`src/rtl/cfgport_responder.sv`:
```
// cfgport_responder: configuration-port slave with sync-word detection, type-1 packet
// decode, a 32 x 32 register file and latency-pipelined readback.
module cfgport_responder #(
  parameter logic [31:0] IDCODE  = 32'h0362d093,
  parameter int unsigned RDLAT   = 3,
  parameter int unsigned BITSWAP = 1
) (
  input  logic        i_clk,
  input  logic        i_reset_n,
  input  logic        i_csib,
  input  logic        i_rdwrb,
  input  logic [31:0] i_data,
  output logic [31:0] o_data,
  output logic        o_synced,
  output logic        o_iprog,
  output logic [31:0] o_wbstar,
  output logic        o_err
);

  localparam logic [31:0] SyncWord   = 32'haa995566;
  localparam logic [31:0] CmdDesync  = 32'h0000000d;
  localparam logic [31:0] CmdIprog   = 32'h0000000f;
  localparam logic [4:0]  AddrCmd    = 5'h04;
  localparam logic [4:0]  AddrIdcode = 5'h0c;
  localparam logic [4:0]  AddrWbstar = 5'h10;

  typedef enum logic [2:0] {StUnsync, StHdr, StWrData, StRdPend, StRdOut} state_e;

  state_e      r_state;
  logic [10:0] r_count;
  logic [2:0]  r_lat;
  logic [4:0]  r_addr;
  logic [31:0] r_regs [32];
  logic [31:0] r_data;
  logic        r_synced;
  logic        r_iprog;
  logic        r_err;
  logic        r_prev_csib;
  logic        r_prev_rdwrb;

  logic [31:0] w_din;
  logic [31:0] w_rdval;
  logic        w_wr;
  logic        w_rd;
  logic        w_dir_chg;
  logic        w_take_hdr;
  logic        w_cmd_exit;
  logic [3:0]  w_lat_next;
  state_e      w_hdr_next;
  logic        w_hdr_err;
  logic        w_hdr_load;

  function automatic logic [31:0] f_swap(input logic [31:0] w);
    logic [31:0] v_out;
    for (int b = 0; b < 4; b++) begin
      for (int i = 0; i < 8; i++) begin
        v_out[8*b+i] = w[8*b+7-i];
      end
    end
    return v_out;
  endfunction

  assign w_din      = (BITSWAP != 0) ? f_swap(i_data) : i_data;
  assign o_data     = (BITSWAP != 0) ? f_swap(r_data) : r_data;
  assign o_synced   = r_synced;
  assign o_iprog    = r_iprog;
  assign o_err      = r_err;
  assign o_wbstar   = r_regs[AddrWbstar];

  assign w_wr       = !i_csib && !i_rdwrb;
  assign w_rd       = !i_csib && i_rdwrb;
  // Direction flip inside one continuous select window is a protocol error.
  assign w_dir_chg  = !i_csib && !r_prev_csib && (i_rdwrb != r_prev_rdwrb);
  // A write arriving in a read phase right after a deselect gap restarts as a header.
  assign w_take_hdr = w_wr && ((r_state == StHdr) ||
                      (((r_state == StRdPend) || (r_state == StRdOut)) && r_prev_csib));
  assign w_cmd_exit = (r_addr == AddrCmd) && ((w_din == CmdDesync) || (w_din == CmdIprog));
  assign w_lat_next = {1'b0, r_lat} + 4'd1;

  always_comb begin
    w_rdval = r_regs[r_addr];
    if (r_addr == AddrCmd) begin
      w_rdval = '0;
    end else if (r_addr == AddrIdcode) begin
      w_rdval = IDCODE;
    end
  end

  always_comb begin
    w_hdr_next = StHdr;
    w_hdr_err  = 1'b0;
    w_hdr_load = 1'b0;
    if (w_din != 32'hffffffff) begin
      if (w_din[31:29] != 3'b001) begin
        w_hdr_err = 1'b1;
      end else begin
        case (w_din[28:27])
          2'b00: w_hdr_err = 1'b0;
          2'b10: begin
            if (w_din[10:0] != 11'd0) begin
              w_hdr_next = StWrData;
              w_hdr_load = 1'b1;
            end
          end
          2'b01: begin
            if (w_din[10:0] != 11'd0) begin
              w_hdr_next = StRdPend;
              w_hdr_load = 1'b1;
            end
          end
          default: w_hdr_err = 1'b1;
        endcase
      end
    end
  end

  always_ff @(posedge i_clk or negedge i_reset_n) begin
    if (!i_reset_n) begin
      r_state      <= StUnsync;
      r_count      <= '0;
      r_lat        <= '0;
      r_addr       <= '0;
      r_data       <= '0;
      r_synced     <= 1'b0;
      r_iprog      <= 1'b0;
      r_err        <= 1'b0;
      r_prev_csib  <= 1'b1;
      r_prev_rdwrb <= 1'b0;
      for (int i = 0; i < 32; i++) begin
        r_regs[i] <= '0;
      end
    end else begin
      r_iprog      <= 1'b0;
      r_prev_csib  <= i_csib;
      r_prev_rdwrb <= i_rdwrb;
      if (w_dir_chg) begin
        r_err <= 1'b1;
        if (r_state != StUnsync) begin
          r_state <= StHdr;
        end
      end else if (w_take_hdr) begin
        r_state <= w_hdr_next;
        if (w_hdr_err) begin
          r_err <= 1'b1;
        end
        if (w_hdr_load) begin
          r_count <= w_din[10:0];
          r_addr  <= w_din[17:13];
          r_lat   <= '0;
        end
      end else if (!i_csib) begin
        case (r_state)
          StUnsync: begin
            if (w_wr && (w_din == SyncWord)) begin
              r_state  <= StHdr;
              r_synced <= 1'b1;
            end
          end
          StWrData: begin
            if (w_wr) begin
              if ((r_addr != AddrCmd) && (r_addr != AddrIdcode)) begin
                r_regs[r_addr] <= w_din;
              end
              r_count <= r_count - 11'd1;
              if (w_cmd_exit) begin
                r_state  <= StUnsync;
                r_synced <= 1'b0;
                r_count  <= '0;
                r_iprog  <= (w_din == CmdIprog);
              end else if (r_count == 11'd1) begin
                r_state <= StHdr;
              end
            end
          end
          StRdPend: begin
            if (w_rd) begin
              if (w_lat_next == 4'(RDLAT)) begin
                r_data  <= w_rdval;
                r_lat   <= '0;
                r_count <= r_count - 11'd1;
                r_state <= (r_count == 11'd1) ? StHdr : StRdOut;
              end else begin
                r_lat <= w_lat_next[2:0];
              end
            end
          end
          StRdOut: begin
            if (w_rd) begin
              r_data  <= w_rdval;
              r_count <= r_count - 11'd1;
              if (r_count == 11'd1) begin
                r_state <= StHdr;
              end
            end
          end
          default: r_state <= r_state;
        endcase
      end
    end
  end

endmodule

```
`config.mk`:
```
export PLATFORM = sky130hd
export DESIGN_NAME = cfgport_responder
export DESIGN_NICKNAME = d
export VERILOG_FILES = /design/src/rtl/cfgport_responder.sv
export SDC_FILE = /design/constraint.sdc
export NUM_CORES = 2
export LEC_CHECK = 0
export BUFFER_PORTS_ARGS = -buffer_cell sky130_fd_sc_hd__buf_2
export CAP_MARGIN = 20
export CELL_PAD_IN_SITES_DETAIL_PLACEMENT = 0
export CELL_PAD_IN_SITES_GLOBAL_PLACEMENT = 1
export CORE_MARGIN = 2
export CORE_UTILIZATION = 40
export CTS_CLUSTER_DIAMETER = 30
export DETAILED_ROUTE_END_ITERATION = 10
export PLACE_DENSITY_LB_ADDON = 0.1
export SLEW_MARGIN = 10
export SYNTH_ARGS = -nofsm -noshare
export SYNTH_HDL_FRONTEND = slang
export SYNTH_SLANG_ARGS = --single-unit
```
`constraint.sdc`:
```
create_clock -name i_clk -period 2.15 [get_ports i_clk]
set_input_delay 0.645 -clock i_clk [delete_from_list [all_inputs] [get_ports i_clk]]
set_output_delay 0.645 -clock i_clk [all_outputs]
set_load 0.01 [all_outputs]
```
* Word-level counts from Yosys, hierarchy flattened
Cells that the tools add are included.
** Storage, ports and cells
- Register bits :: 1083
- Bits of input ports :: 36
- Output and inout port bits :: 67
- Word-level logic and storage cells :: 190
** Cells by class
- Add/subtract/negate cells :: 2
- Order comparisons :: 2
- Eq/ne operators :: 37
- Mux-type cells :: 65
- Bitwise logic cells :: 4
- Reduce and logical (&&, ||, !) cells :: 38
** Operators by type and width (number)
- 1024-bit bitwise mux :: 1
- 32-bit 2-to-1 mux :: 8
- 32-bit binary-select mux with 5-bit select :: 1
- 32-bit demux with 5-bit select :: 1
- 11-bit 2-to-1 mux :: 8
- 32-bit by 4-bit equality test with 1-bit output (second input constant) :: 2
- 32-bit case mux with 2 select lines :: 1
- 3-bit 2-to-1 mux :: 19
- 11-bit case mux with 3 select lines :: 1
- 32-bit equality test (second input constant) :: 1
- 32-bit inequality test (second input constant) :: 1
- 1-bit 2-to-1 mux :: 19
- 4-bit inequality test (second input constant) :: 4
- 8-bit AND reduction :: 2
- 7-bit AND reduction :: 2
- 3-bit case mux with 4 select lines :: 1
- 2-bit nonzero test :: 6
- 11-bit by 1-bit equality test with 1-bit output (second input constant) :: 1
- 11-bit nonzero test :: 1
- 11-bit by 1-bit subtractor with 11-bit output (second input constant) :: 1
- 1-bit logical AND :: 10
- 2-bit inequality test (second input constant) :: 5
- 3-bit inequality test (second input constant) :: 3
- 2-bit by 1-bit inequality test with 1-bit output (second input constant) :: 4
- other kinds (35) :: 45

* Longest topological paths before layout
- Word-level depth :: 9
- Mapped depth :: 10
- Gate-level depth less buffers :: 8

* Least setup slack after synthesis
OpenSTA, ideal clock, no wires.
- Path kind :: input to register
- Start :: in i_rdwrb
- End :: reg r_regs[603] (netlist bit)
- Setup time :: 128 ps
- Arrival time :: 2307 ps
- Data required time :: 2022 ps
- Setup slack :: -285 ps
- Stages on the path :: 8
- Path buffers :: 3
- Cell sequence :: buf_2 -> nor2_1 -> nand2_1 -> or3_1 -> buf_4 -> nor2_4 -> buf_4 -> mux2_1
** Between the ends
- Longest elaborated chain between the ends :: 5
- Elaborated cells on any way between the ends :: 8
- Classes of those cells :: 1 x eq/ne; 2 x bitwise; 5 x reduce/logical
** Ends and longest elaborated chain
- start: declaration :: RTL line 11 : input logic i_rdwrb,
- 1-bit logical NOT :: RTL line 70 : assign w_wr = !i_csib && !i_rdwrb;
- 1-bit logical AND :: RTL line 70
- 1-bit logical AND :: RTL line 75 : assign w_take_hdr = w_wr && ((r_state == StHdr) ||
- 1-bit NOT (no line)
- 6-bit AND reduction (no line) *
- end signal: indexed assignment :: RTL line 162 : r_regs[r_addr] <= w_din;
- end: declaration :: RTL line 33 : logic [31:0] r_regs [32];
Every way passes the cells marked *; elsewhere a longest branch is shown, timed or not.
A chain may end at the register's enable or synchronous reset.

* Worst setup path after layout
- Start :: reg r_addr[0]
- End :: reg r_regs[254] (netlist bit)
** Between the ends
- Longest elaborated chain between the ends :: 6
- Elaborated cells on any way between the ends :: 11
- Classes of those cells :: 2 x order compare; 2 x eq/ne; 3 x mux; 1 x bitwise; 3 x reduce/logical
** Ends and longest elaborated chain
- start: declaration :: RTL line 32 : logic [4:0] r_addr;
- start signal: assignment :: RTL line 148 : r_addr <= w_din[17:13];
- 5-bit NOT with 6-bit output (implied by the code) :: RTL line 162
- 6-bit greater-or-equal comparator (implied by the code) or 6-bit by 1-bit < comparator with 1-bit output (tied branches) :: RTL line 162
- 1-bit logical AND (implied by the code) :: RTL line 162
- 32-bit 2-to-1 mux (implied by the code) :: RTL line 162
- 32-bit demux with 5-bit select :: RTL line 162
- 1024-bit bitwise mux :: RTL line 162
Several ways; a longest one is shown, not always the timed one.

==> results by group <==
Timing
  • Min Tclk post-route: 2500 ps
  • Setup violations, final: 1005
  • Slew Limit Fails: 0
  • Slew at the pin closest to its max-slew limit: 669 ps
  • Fin crit share: 116%
  • RSZ-0062 raised after global routing: yes
  • Clock skew: 40.7 ps
  • Worst slew margin: 55.4%
  • Final Worst Setup Slack: -352 ps
  • Hold Vio Cnt, Final: 0
  • F_max: 400 MHz

Placement
  • GPL Wtd Cong: 0.794
  • Post-Place Cells: 4923
  • Hpwl dp: 103000 µm
  • Placed cell area: 54800 µm²
  • Number of port buffers: 102

Layout
  • Ratio of cells with drive above 1 in the final layout: 63.0%
  • Design Area, Final: 72000 µm²
  • Fin cells: 5622
  • Number of fill cells: 8869
  • Final net count: 3849
  • Finished Core Util: 59.8%
  • Area grow syn2layout: 48.0%
  • N_diodes: 0

Global routing
  • Met2 Usage GRT: 45.4%
  • Largest net degree at the start of global routing: 59
  • Total gr overflow: 0
  • Vias in the first global route: 35.1k
  • Met1 usage: 38.2%
  • Antenna violations before repair: 2
  • First-pass GRT wire length: 256000 µm
  • Busiest grt layer: met2
  • Gr usage total: 28.4%
  • Met3 usage: 5.22%

Die
  • # IOs: 103
  • # rows: 127
  • Initial Utilization: 40.4%
  • DIE WIDTH: 353 µm
  • Die area: 124000 µm²
  • Core Region: 120000 µm²
  • Die Y: 353 µm

Drt
  • Routed Antenna Nets: 0
  • DRC viols: 0
  • DR vias/cell: 5.84
  • First-pass DRT Iterations: 6
  • Via Count: 32.8k
  • 1st-iter DRT viols: 3054
  • Wire length per cell: 34.2 µm
  • Post-Route WL: 192000 µm

Pwr
  • Part of the power in the clock network: 60.0%
  • Power density of the placed cells: 972 nW/µm²
  • Sw Ratio: 24.1%
  • Sequential power share: 29.3%
  • Internal power: 0.0531 W
  • Sw power: 0.0168 W
  • Comb pwr share: 10.7%
  • Worst VDD drop: 0.846 mV
  • LEAKAGE: 33.1 nW

Yosys
  • Ys async rst share: 100%
  • Most used flip-flop cell after synthesis: dfrtp_1
  • Flops & latches, synth: 1074
  • List of most frequent post-synthesis cells: 1073 x dfrtp_1, 599 x mux2_1, 373 x mux2_2
  • Post-synth top area share: 55.2%
  • Yosys cell types: 70
  • Largest area contributor in the netlist: dfrtp_1
  • Cells after synthesis: 3171
  • YS warnings: 0
  • Post-synth EDFFs: 0
  • Synthesized Nets: 3214
  • Mapped Area: 48600 µm²
  • Syn Area/Cell: 15.3 µm²
  • Register area share after synthesis: 55.3%
  • Top post-synthesis cells by area: dfrtp_1 55%, mux2_1 14%, mux4_2 11%
  • Cell with the most instances after synthesis: dfrtp_1

Min path
  • WHS Endpoint: r_prev_csib
  • Hold path cells: 2
  • Hold Crit Class: primary input to flop
  • HP Start: i_csib

Critical path
  • R2R Path End: r_regs[254]
  • Worst Path Max Fanout: 8
  • Path depth of the worst reg2reg path: 11
  • Worst Setup End Kind: flop
  • CP peak stage delay: 500 ps
  • R2r setup slk: -350 ps
  • Worst Path Required: 2870 ps
  • CP most frequent cell: buf_12
  • Critical path arrival: 3220 ps
  • Crit-path slowest cell: dfrtp_4
  • Startpoint class of the critical path: flop
  • FF-to-FF Start: r_addr[0]
  • Crit Path Class: flop to flop
  • CP Cell Sequence: buf_12 -> buf_12 -> nor2_4 -> buf_6 -> nand3b_1 -> buf_6 -> buf_12 -> nor2_4 -> buf_8 -> buf_12 -> mux2_4

Clock network
  • Clock Sink Count: 1074
  • Max Buffers Root-to-Sink: 4
  • Clock Latency Late Sink: 880 ps
  • Num CTS Buffers: 290
  • CTS clk-pin slew, worst paths: 40 ps
  • CTS tree: done
  • Htree depth: 5
  • Clk Tree Root Cell: clkbuf_16

Run status
  • Status: finished, violations left
  • Failing checks: negative setup slack

Flow run
  • Number of max-cap violations: 0
-- power groups by stage --
| stage | clock [W] | combinational, W | sequential, W |
|---|---|---|---|
| 4_1_cts | 0.0424 | 0.00709 | 0.0205 |
| 3_3_place_gp | 0 | 0.00639 | 0.0208 |
| 6_report | 0.0420 | 0.00750 | 0.0205 |
| 5_1_grt | 0.0436 | 0.00781 | 0.0205 |
| 2_1_floorplan | 0 | 0.00289 | 0.0207 |
| 3_5_place_dp | 0 | 0.00647 | 0.0208 |
-- critical path: cells and delay by family, from the launching register on --
kind          cells  cell delay [ps]
flops             1              500
simple gates      3              390
mux               1              320
buf+inv           7             1090
-- how the worst max path moves through the flow --
stage | startpoint | endpoint | depth (start not counted)
3_5_place_dp | i_data[14] | o_synced | 9
2_1_floorplan | i_rdwrb | r_regs[603] | 8
6_report | r_addr[0] | r_regs[254] | 11
3_3_place_gp | i_data[14] | o_synced | 9
5_1_grt | r_addr[0] | r_regs[254] | 11
4_1_cts | r_lat[0] | r_data[8] | 10
-- cells in the final DEF (no fill, tap or decap), types with 51 or more instances in the layout --
master        n
mux2_4      944
mux4_2      248
buf_4       287
clkbuf_16   340
nand2_1      51
buf_2        97
clkinv_2     61
a22oi_1      76
buf_12      155
dfrtp_1    1059
buf_6        59
buf_16       65
-- what timing repair did --
| item | 4_1_cts | 5_1_grt |
|---|---|---|
| pin swaps | 39 | 70 |
| gates cloned | 39 | 45 |
| resized for setup | 439 | 706 |
| setup endpoints to repair | 1016 | 997 |
| hold buffers | 1 | 0 |
| buffers inserted | 90 | 57 |
| endpoints found under the hold margin | 63 | 0 |
-- metrics by stage --
stage	TNS (ps)	hold WS [ps]	total power, W	setup WS, ps
2_1_floorplan	-66480	349	0.0236	-140
3_3_place_gp	-462220	360	0.0272	-1350
3_5_place_dp	-468710	363	0.0273	-1250
4_1_cts	-144740	47.9	0.0699	-310
5_1_grt	-197910	75.7	0.0719	-369
6_report	-165820	94.6	0.0700	-352
-- registers in the layout, summed over array words and instances, names as in the netlist --
| signal | flops |
|---|---|
| o_wbstar | 32 |
| r_count | 11 |
| o_synced | 1 |
| r_prev_rdwrb | 1 |
| r_regs | 983 |
| o_err | 1 |
| r_data | 32 |
| r_state | 3 |
| r_prev_csib | 1 |
| o_iprog | 1 |
| r_lat | 3 |
| r_addr | 5 |
-- routing by layer --
layer  vias to the layer above  routed length [µm]
met5                         -                   0
met4                         0                8690
met3                       428               12300
met2                      1302               89700
met1                     18000               81300
li1                      13100                   -
-- logic make-up (layout without fill, tap and decap cells) --
family                     after synthesis  after routing  share of synthesized area [%]
AOI/OAI and AO/OA                      237            237                           3.59
muxes                                 1238           1238                           34.4
adders and majority gates                7              7                          0.180
xor gates and xnor gates                 1              1                         0.0180
DFF                                   1074           1074                           55.3
and+or+nand+nor                        229            229                           2.68
buffers and inverters                  385           1224                           3.86
-- area by class of cell --
| class | instances | area, µm² | area share, % |
|---|---|---|---|
| Timing Repair Buffer | 721 | 9500 | 13.2 |
| Clock inverter | 116 | 1380 | 1.92 |
| Clock buffer | 380 | 8130 | 11.3 |
| Tap cell | 1612 | 2020 | 2.80 |
| Inverter | 7 | 26.3 | 0.0365 |
| Multi-Input combinational cell | 1712 | 24000 | 33.4 |
| Sequential cell | 1074 | 26900 | 37.4 |
No activity file was read; power rests on OpenSTA's default activity.
